===== config.mk =====
export PLATFORM = sky130hd
export DESIGN_NAME = pc_fetch
export DESIGN_NICKNAME = d
export VERILOG_FILES = /design/src/rtl/cpu_pkg.sv /design/src/rtl/pc_align_chk.sv /design/src/rtl/pc_fetch.sv
export SDC_FILE = /design/constraint.sdc
export NUM_CORES = 1
export LEC_CHECK = 0
export ABC_AREA = 1
export CAP_MARGIN = 15
export CORE_MARGIN = 2
export CORE_UTILIZATION = 37
export DETAILED_ROUTE_END_ITERATION = 7
export GPL_TIMING_DRIVEN = 0
export PLACE_DENSITY = 0.81
export RECOVER_POWER = 50
export SYNTH_ARGS = -nofsm -noshare
export SYNTH_HDL_FRONTEND = slang
export SYNTH_SLANG_ARGS = --single-unit

===== constraint.sdc =====
create_clock -name clk -period 3.14 [get_ports clk]
set_input_delay 0.942 -clock clk [delete_from_list [all_inputs] [get_ports clk]]
set_output_delay 0.942 -clock clk [all_outputs]
set_load 0.01 [all_outputs]

===== src/rtl/cpu_pkg.sv =====
// Shared CPU front-end constants: FSM state encoding, default PC vectors and datapath widths.
package cpu_pkg;

  localparam int unsigned XLEN    = 32;
  localparam int unsigned INSTR_W = 32;

  localparam logic [0:0] S_REQ  = 1'b0;
  localparam logic [0:0] S_HOLD = 1'b1;

  localparam logic [XLEN-1:0] RESET_PC_DEF   = 32'h0000_3000;
  localparam logic [XLEN-1:0] EXC_VECTOR_DEF = 32'h0000_4180;

  // Sequential successor of a PC; wraps modulo 2^XLEN.
  function automatic logic [XLEN-1:0] pc_plus4(input logic [XLEN-1:0] p);
    return p + XLEN'(4);
  endfunction

endpackage


===== src/rtl/pc_align_chk.sv =====
// Combinational next-PC alignment check: word-aligned address plus a trap flag for a misaligned npc.
module pc_align_chk
  import cpu_pkg::*;
(
  input  logic [XLEN-1:0] npc,
  output logic [XLEN-1:0] aligned_pc,
  output logic            trap
);

  assign aligned_pc = {npc[XLEN-1:2], 2'b00};
  assign trap       = |npc[1:0];

endmodule


===== src/rtl/pc_fetch.sv =====
// PC register and instruction-fetch handshake (imem req/ack, decode valid/ready).
// Optional misaligned-npc trap enabled by defining PC_ALIGN_CHECK_EN.
module pc_fetch
  import cpu_pkg::*;
#(
  parameter logic [XLEN-1:0] RESET_PC = RESET_PC_DEF
`ifdef PC_ALIGN_CHECK_EN
  , parameter logic [XLEN-1:0] EXC_VECTOR = EXC_VECTOR_DEF
`endif
) (
  input  logic               clk,
  input  logic               rst,
  input  logic [XLEN-1:0]    npc,
  output logic [XLEN-1:0]    npc_t,
  output logic [XLEN-1:0]    pc,
  output logic               imem_req,
  output logic [XLEN-1:0]    imem_addr,
  input  logic               imem_ack,
  input  logic [INSTR_W-1:0] imem_rdata,
  output logic [INSTR_W-1:0] instr,
  output logic               instr_valid,
  input  logic               instr_ready,
  output logic               misalign_exc,
  output logic [XLEN-1:0]    badvaddr
);

  logic [0:0]         state_q, state_d;
  logic [XLEN-1:0]    pc_q, pc_d;
  logic [INSTR_W-1:0] instr_q, instr_d;
  logic               instr_valid_q, instr_valid_d;
  logic [XLEN-1:0]    npc_aligned;

`ifdef PC_ALIGN_CHECK_EN
  logic               npc_trap;
  logic               misalign_exc_q, misalign_exc_d;
  logic [XLEN-1:0]    badvaddr_q, badvaddr_d;

  pc_align_chk u_align_chk (
    .npc        (npc),
    .aligned_pc (npc_aligned),
    .trap       (npc_trap)
  );
`else
  assign npc_aligned = npc & ~XLEN'(3);
`endif

  // Next-state and datapath: fetch in S_REQ, hold for decode in S_HOLD.
  always_comb begin
    state_d       = state_q;
    pc_d          = pc_q;
    instr_d       = instr_q;
    instr_valid_d = instr_valid_q;
`ifdef PC_ALIGN_CHECK_EN
    misalign_exc_d = 1'b0;
    badvaddr_d     = badvaddr_q;
`endif
    case (state_q)
      S_REQ: begin
        if (imem_ack) begin
          instr_d       = imem_rdata;
          instr_valid_d = 1'b1;
          state_d       = S_HOLD;
        end
      end
      S_HOLD: begin
        if (instr_ready) begin
          instr_valid_d = 1'b0;
          state_d       = S_REQ;
`ifdef PC_ALIGN_CHECK_EN
          if (npc_trap) begin
            pc_d           = EXC_VECTOR;
            badvaddr_d     = npc;
            misalign_exc_d = 1'b1;
          end else begin
            pc_d = npc_aligned;
          end
`else
          pc_d = npc_aligned;
`endif
        end
      end
      default: state_d = S_REQ;
    endcase
  end

  always_ff @(posedge clk or posedge rst) begin
    if (rst) begin
      state_q       <= S_REQ;
      pc_q          <= RESET_PC;
      instr_q       <= '0;
      instr_valid_q <= 1'b0;
    end else begin
      state_q       <= state_d;
      pc_q          <= pc_d;
      instr_q       <= instr_d;
      instr_valid_q <= instr_valid_d;
    end
  end

`ifdef PC_ALIGN_CHECK_EN
  always_ff @(posedge clk or posedge rst) begin
    if (rst) begin
      misalign_exc_q <= 1'b0;
      badvaddr_q     <= '0;
    end else begin
      misalign_exc_q <= misalign_exc_d;
      badvaddr_q     <= badvaddr_d;
    end
  end

  assign misalign_exc = misalign_exc_q;
  assign badvaddr     = badvaddr_q;
`else
  assign misalign_exc = 1'b0;
  assign badvaddr     = '0;
`endif

  // Request drops with rst so memory never sees a fetch during reset.
  assign imem_req    = (state_q == S_REQ) && !rst;
  assign imem_addr   = imem_req ? pc_q : '0;
  assign npc_t       = pc_plus4(pc_q);
  assign pc          = pc_q;
  assign instr       = instr_q;
  assign instr_valid = instr_valid_q;

endmodule


==> impl_metrics.toml <==
[place]
io_buffers = 189
total_half_perimeter_wirelength_after_legalization_and_detailed_placement_um = 9508
numPlacedInstances = 802
detailed_place.area_mm2 = 0.005917
gpl.final_weighted_congestion = 0.9043

[route]
vias = 3702
drt-vias-per-instance = 4.482
route.detailed.drc = 0
drt-wirelength-per-cell_um = 14.63
first_pass_iters = 4
detail-route-antenna-nets = 0
detail_route.wirelength_um = 12090
initialDrtViolationCount = 193

[setup_path]
critical_path_class = "in2out"
arrival_ns = 2.09
critical_path_source_type = "primary input"
cp-end-kind = "output port"
peak_fanout_along_the_critical_path = 10
cp_data_required_time_ns = 2.20

[sta]
relSlewSlack_pct = 29.63
setup_viol_count_final = 0
final-max-slew-violation-count = 0
timing.final.crit_share_pct = 96.65
timing.fmax_ghz = 0.3295
worstMarginPinSlew_ns = 1.054
fin_hold_ws_ns = 0.4929
finClkSkew_ns = 0.004804
final_number_of_hold_violating_endpoints = 0
final_period_minus_worst_setup_slack_ns = 3.035
setup-tns-final_ns = 0

[power]
pwr-share-clk_pct = 23.4
sequentialPowerShare_pct = 34.3
internal_power_mw = 2.329
p_sw_mw = 1.224
power_density_mw_per_mm2 = 568.4
share_comb_of_total_power_pct = 42.4
vdd_drop_max_uv = 388.7
power.leakage_nw = 3.075
switching_share_pct = 34.45

[synthesis]
synth.cell_area_mm2 = 0.003696
seq_area_frac_synth_pct = 43.40
synth.yosys.warnings = 0
synth_area_per_cell_um2 = 8.381
ys_seq_elements = 64
post_synth_inst_count = 441
synth.lib_cells_used.distinct = 27

[finish]
finish.cell_count_without_fillers = 826
regArea_mm2 = 0.001614
multi_input_comb_area_mm2 = 0.001784
fillerInstances = 798
design_area_mm2 = 0.006250
syn_to_final_growth_pct = 69.09
final_net_count = 757
layout_common_cells = "sky130_fd_sc_hd__clkdlybuf4s50_1 (140), sky130_fd_sc_hd__nand2_1 (107), sky130_fd_sc_hd__dfrtp_1 (54)"
antenna-diode-count = 0
layout-drive-gt1-share_pct = 21.79
most_common_cell_after_layout_fill_and_taps_aside = "sky130_fd_sc_hd__clkdlybuf4s50_1"

[global_routing]
first_global_vias = 3746
grt_pass1_wl_um = 18950
grt_antenna_before_repair = 0
globalRouteMet3Util_pct = 11.40
overflow = 0
gr-usage-met1_pct = 23.30
gr-max-usage-layer = "met2"
grt_max_degree = 42
gr-usage-met2_pct = 38.67
grt.total_usage_pct = 22.36

[clocking]
numClockSinks = 64
root_buf_cell = "sky130_fd_sc_hd__clkbuf_8"
tritoncts.num_buffers = 9
cts_tree = "done"
clock_insertion_delay_at_the_later_pin_of_the_skew_report_ns = 0.34
cts-htree-levels = 3
cts.clk_slew.worst_paths_ns = 0.07
cts-root-to-sink-buffers = 2

[floorplanning]
ioPinCount = 231
floorplan.core_area_mm2 = 0.009729
die_height_um = 103.9
floorplan.initialDensity_pct = 37.99
rows = 36
total_die_area_mm2 = 0.01080
dieWidth_um = 103.9

[flow_run]
max_cap_violations = 0

[worst_hold_path]
hp-class = "reg2reg"

[status]
outcome = "completed"
power by group through the flow:
stage	Combinational [mW]	Clock, mW	Sequential [mW]
finish	1.51	0.830	1.22
global route	1.62	0.889	1.24
CTS	1.51	0.846	1.22
detailed placement	1.50	0	1.23
global placement	1.47	0	1.22
floorplan	0.543	0	1.27
through the flow:
step,power [mW],setup WS (ns),util [%]
floorplan,1.813,0.5797,-
global placement,2.694,-0.5803,60.61
detailed placement,2.731,-0.5161,60.82
CTS,3.571,-0.01346,63.86
global route,3.752,-0.002596,64.24
finish,3.553,0.1051,64.24
cell usage after synthesis:
cell type                  count  share of area [%]
sky130_fd_sc_hd__clkinv_1      2               0.20
sky130_fd_sc_hd__nor2_8        4                2.2
sky130_fd_sc_hd__o21ai_1       1               0.14
sky130_fd_sc_hd__ha_1          1               0.34
sky130_fd_sc_hd__and2_1        2               0.34
sky130_fd_sc_hd__a21oi_1       1               0.14
sky130_fd_sc_hd__clkbuf_1      9               0.91
sky130_fd_sc_hd__nor2_2        3               0.51
sky130_fd_sc_hd__nor2_1       60                6.1
sky130_fd_sc_hd__nor2_4        3               0.91
sky130_fd_sc_hd__dfstp_2       2                1.4
sky130_fd_sc_hd__nand2_4       1               0.30
sky130_fd_sc_hd__buf_2         3               0.41
sky130_fd_sc_hd__xor2_2        1               0.44
sky130_fd_sc_hd__mux2_1       14                4.3
sky130_fd_sc_hd__inv_2         1               0.10
sky130_fd_sc_hd__o21ai_0      31                4.2
sky130_fd_sc_hd__inv_1        40                4.1
sky130_fd_sc_hd__nand2_8       1               0.54
sky130_fd_sc_hd__nand3_1      14                1.9
sky130_fd_sc_hd__dfrtp_1      62                 42
sky130_fd_sc_hd__mux2_2       18                5.5
sky130_fd_sc_hd__conb_1        1               0.10
sky130_fd_sc_hd__xor2_1       14                3.3
sky130_fd_sc_hd__nand2_2       5               0.85
sky130_fd_sc_hd__buf_4        39                7.9
sky130_fd_sc_hd__nand2_1     108                 11
worst paths after layout:
check	startpoint	end	slack, ns	depth (start not counted)
setup / recovery	rst	imem_addr[22]	0.11	6
setup reg to reg	state_q$_DFF_PP0_	instr[4]$_DFFE_PP0P_	1.51	4
max in group asynchronous	rst	pc[13]$_DFFE_PP1P_	1.12	3
min in group asynchronous	rst	pc[3]$_DFFE_PP0P_	1.22	2
hold / removal	instr[12]$_DFFE_PP0P_	instr[12]$_DFFE_PP0P_	0.49	1
hold reg to reg	instr[12]$_DFFE_PP0P_	instr[12]$_DFFE_PP0P_	0.49	1
registers in the layout, indices dropped and copies added (netlist names):
register     flops
state_q          1
pc              30
instr_valid      1
instr           32
layout make-up:
class	count	share of cell area, %
well taps	133	2.663
multi-input cells	321	28.55
clock inverters	4	1.221
repair buffers	198	30.85
flip-flops and latches	64	25.83
clock buffers	12	2.482
plain buffers	51	5.826
inverters	43	2.583
worst max-delay path, stage by stage:
cell and delay (ns):
sky130_fd_sc_hd__clkdlybuf4s50_1 0.43, sky130_fd_sc_hd__nor2_2 0.13, sky130_fd_sc_hd__inv_2 0.08, sky130_fd_sc_hd__buf_8 0.15
sky130_fd_sc_hd__nor2_1 0.09, sky130_fd_sc_hd__dlygate4sd2_1 0.27
per-layer routing:
| layer | share of wire, % | routed length [um] |
|---|---|---|
| met4 | 1.6 | 192 |
| met1 | 37 | 4414 |
| met3 | 12 | 1464 |
| met5 | 0 | 0 |
| met2 | 50 | 6013 |
cell families (layout without fill, tap and decap cells):
logic type	count (synthesis)	in the layout	synth area share (%)
other cells	1	39	0.1015
flops	64	64	43.40
mux	32	32	9.749
buf+inv	94	308	13.61
simple gates	201	201	24.58
fa+ha+maj	1	1	0.3385
compound gates	33	33	4.468
xor+xnor	15	15	3.758
timing repair:
item / in CTS / in global routing
setup buffers: 4 / 4
setup endpoints to repair: 41 / 47
hold buffers: 0 / 0
resized for setup: 76 / 60
pin swaps: 1 / 3
No activity file was read; power rests on OpenSTA's default activity.
==> edit 1, RTL diff (same flow settings) <==
Take the reset off `instr_q` and load it in a clocked block of its own.
--- a/src/rtl/pc_fetch.sv
+++ b/src/rtl/pc_fetch.sv
@@ -87,14 +87,16 @@
     if (rst) begin
       state_q       <= S_REQ;
       pc_q          <= RESET_PC;
-      instr_q       <= '0;
       instr_valid_q <= 1'b0;
     end else begin
       state_q       <= state_d;
       pc_q          <= pc_d;
-      instr_q       <= instr_d;
       instr_valid_q <= instr_valid_d;
     end
+  end
+
+  always_ff @(posedge clk) begin
+    instr_q <= instr_d;
   end
 
 `ifdef PC_ALIGN_CHECK_EN
Check against the original RTL: not equivalent (a bounded check fails within 4 cycles, from zero or initial values and one cycle with rst high).
==> edit 1 against the original RTL <==
  * Wire length is 2.9% lower
  * Die area is 6.3% lower
  * Global-route usage rose by 0.35 points
  * First-iteration DRC count fell by 28%
  * Hold slack better by 0.060 ns
  * Count of clock-buffer cells in the layout is 3 lower
  * Sequential share of layout area rose by 3.8 points
  * Non-clock buffer count up 4
  * Power is 12% lower
  * Setup slack got worse by 0.033 ns
  * Area after synthesis is 6.6% lower
  * Sequential cell count is the same
  * Cell area down 4.5%
  * Utilization rose by 0.97 points
==> edit 1: results (changes against the original RTL) <==
| Metric | Value |
|---|---|
| Largest net degree at the start of global routing | `23 (was 42)` |
| Vias per Instance | `4.546 (was 4.482)` |
| Post-synth EDFFs | `32 (was 0)` |
| Leakage power | `0.002836 uW (was 0.003075 uW)` |
| Iteration-0 DRC Markers | `138 (was 193)` |
| Inverter count | `41 (was 43)` |
| Routed WL | `11.73 mm (was 12.09 mm)` |
| CP peak stage delay | `0.57 ns (was 0.43 ns)` |
| Ys async rst share | `0.5000 (was 1.000)` |
| Adder-cell area share of the yosys netlist | `0.003623 (was 0.003385)` |
| M1 GR Usage | `0.2720 (was 0.2330)` |
| Count of cell types in the netlist | `23 (was 27)` |
| Outcome | `finished, final reports clean (unchanged)` |
| Post-synthesis compound-gate area fraction | `0.04493 (was 0.04469)` |
| Sequential cell count | `64 (unchanged)` |
| Data buffer area share | `0.3803 (was 0.3668)` |
| GRT Total Usage | `0.2271 (was 0.2236)` |
| Multiplexer share of the synthesized area | `0 (was 0.09749)` |
| Clk tree area frac | `0.04172 (was 0.03704)` |
| Register area share after synthesis | `0.5109 (was 0.4340)` |
| HPWL Detailed | `9.233 mm (was 9.508 mm)` |
| Global-route wire length before repair | `17.67 mm (was 18.95 mm)` |
| Vias in the first global route | `3429 (was 3746)` |
| Share of cells above drive strength 1 | `0.2012 (was 0.2179)` |
| R2r setup slk | `1.56 ns (was 1.51 ns)` |
| Max rail drop VDD | `0.2737 mV (was 0.3887 mV)` |
| WL met3 | `739 um (was 1.464 mm)` |
| Comb_multi_in | `292 (was 321)` |
| Reg area | `1768 sq um (was 1614 sq um)` |
| Critical-path maximum fanout | `3 (was 10)` |
| End point of the critical path | `npc_t[6] (was imem_addr[22])` |
| Filler cells | `803 (was 798)` |
| Area of the multi-input gates | `1389 sq um (was 1784 sq um)` |
| Met2 wire len | `6.143 mm (was 6.013 mm)` |
| Top_reg_cell synth | `edfxtp_1 (was dfrtp_1)` |
| Worst EP arrival | `2.13 ns (was 2.09 ns)` |
==> edit 1: how the worst min path moves through the flow <==
| stage | slack (ns) | to | depth (start not counted) | from |
|---|---|---|---|---|
| floorplan | 0.52 | state_q | 2 | state_q |
| global placement | 0.52 | instr_valid | 2 | instr_valid |
| detailed placement | 0.53 | instr_valid | 2 | instr_valid |
| CTS | 0.57 | pc[13] | 2 | pc[13] |
| global route | 0.58 | instr_valid | 2 | instr_valid |
| finish | 0.55 | instr_valid | 2 | instr_valid |
==> edit 1: through the flow <==
stage	TNS, ns	setup slack [ns]	instances	instance area [sq um]
after floorplan	0	0.3550	445	3596
after global placement	-30.31	-0.5731	745	5627
after detailed placement	-12.14	-0.4731	747	5672
after CTS	-0.01203	-0.005904	770	5966
after global routing	-0.04592	-0.01223	777	5968
final	0	0.07220	777	5968
==> edit 1: report_power, final <==
part | internal [uW] | switching (uW)
Sequential | 1010 | 131
Combinational | 544 | 520
Clock | 537 | 372
==> edit 2, RTL diff (config.mk and constraints unchanged) <==
Without the edit above. Build with the macro `PC_ALIGN_CHECK_EN` defined.
--- a/src/rtl/pc_fetch.sv
+++ b/src/rtl/pc_fetch.sv
@@ -1,5 +1,7 @@
 // PC register and instruction-fetch handshake (imem req/ack, decode valid/ready).
 // Optional misaligned-npc trap enabled by defining PC_ALIGN_CHECK_EN.
+`define PC_ALIGN_CHECK_EN
+
 module pc_fetch
   import cpu_pkg::*;
 #(
Function: changed (a bounded check fails within 4 cycles, from zero or initial values and one cycle with rst high).
==> edit 2 against the original RTL <==
  * Setup slack got worse by 0.030 ns
  * Critical endpoint is now npc_t[27]
  * Area after synthesis increased by 25%
  * Via count is 22% higher
  * Sequential cell count rose by 33
  * Sequential power is 39% higher
  * Wire length up 32%
  * Cell area increased by 21%
  * Power up 22%
==> edit 2: results (changes against the original RTL) <==
| Metric | Value |
|---|---|
| Data buffer area share | `0.3287 (was 0.3668)` |
| Worst EP arrival | `2.12 ns (was 2.09 ns)` |
| Comb_multi_in | `327 (was 321)` |
| Area of the multi-input gates | `1843 sq um (was 1784 sq um)` |
| Global routing usage on met2 | `0.4413 (was 0.3867)` |
| GP Congestion | `0.9474 (was 0.9043)` |
| WL met3 | `1.508 mm (was 1.464 mm)` |
| Met3 global-route usage | `0.07688 (was 0.1140)` |
| Reg area | `2440 sq um (was 1614 sq um)` |
| Vias per Instance | `4.785 (was 4.482)` |
| Count of input and output buffers | `224 (was 189)` |
| Vias in the first global route | `4672 (was 3746)` |
| Clock sinks | `97 (was 64)` |
| CTS root buffer | `clkbuf_16 (was clkbuf_8)` |
| Cell Area, Placed | `7134 sq um (was 5917 sq um)` |
| Outcome | `finished, final reports clean (unchanged)` |
| Repair and plain buffers | `264 (was 249)` |
| Clkbuf count | `10 (was 12)` |
| Register area share after synthesis | `0.5260 (was 0.4340)` |
| Met2 wire len | `8.270 mm (was 6.013 mm)` |
| Share of cells above drive strength 1 | `0.1553 (was 0.2179)` |
| Leakage power | `0.003603 uW (was 0.003075 uW)` |
| Clk tree area frac | `0.04204 (was 0.03704)` |
| Slowest-stage cell, CP | `dfstp_2 (was clkdlybuf4s50_1)` |
| Top cells by area, synth | `dfrtp_1 (51%), nand2_1 (9.2%), mux2_2 (7.8%) (was dfrtp_1 (42%), nand2_1 (11%), buf_4 (7.9%))` |
| Die Area | `13390 sq um (was 10800 sq um)` |
edit 2: cells by family after synthesis:
family                     Yosys count  synth area share
buffers and inverters               98           0.08776
DFF                                 97            0.5260
other                                1         0.0008118
xor gates and xnor gates            15           0.02844
muxes                               32           0.07801
adders and majority gates            1          0.002708
and+or+nand+nor                    210            0.1983
AOI/OAI and AO/OA                   63           0.07800
edit 2: worst paths after layout:
| path | from | end | slack (ns) | cells after the start |
|---|---|---|---|---|
| max | pc[13] | npc_t[27] | 0.07 | 7 |
| min | badvaddr[1] | badvaddr[1] | 0.48 | 2 |
| max reg2reg | state_q | pc[17] | 1.29 | 5 |
| min reg2reg | badvaddr[1] | badvaddr[1] | 0.48 | 2 |
| max in group asynchronous | rst | pc[4] | 0.63 | 3 |
| min in group asynchronous | rst | misalign_exc | 0.95 | 2 |
edit 2: timing repair:
| item | 4_1_cts | 5_1_grt |
|---|---|---|
| endpoints found under the setup margin | 45 | 14 |
| pin swaps | 3 | 4 |
| resized for setup | 72 | 25 |
| hold endpoints to repair | 0 | 0 |
| gates cloned | 1 | 0 |
| setup buffers | 5 | 9 |
edit 2: power by group:
part           switching, uW  internal, uW
Combinational            630           802
Sequential               187          1510
Clock                    495           704
Total                   1310          3010
edit 2: metrics by stage:
stage / setup WS (ns) / TNS [ns] / instances / power, uW
after global placement: -0.5766 / -15.70 / 914 / 3107
after detailed placement: -0.5570 / -15.32 / 916 / 3157
after global routing: -0.03290 / -0.04001 / 947 / 4555
final: 0.07481 / 0 / 947 / 4325
after CTS: 0.001817 / 0 / 938 / 4370
after floorplan: 0.5797 / 0 / 522 / 2233
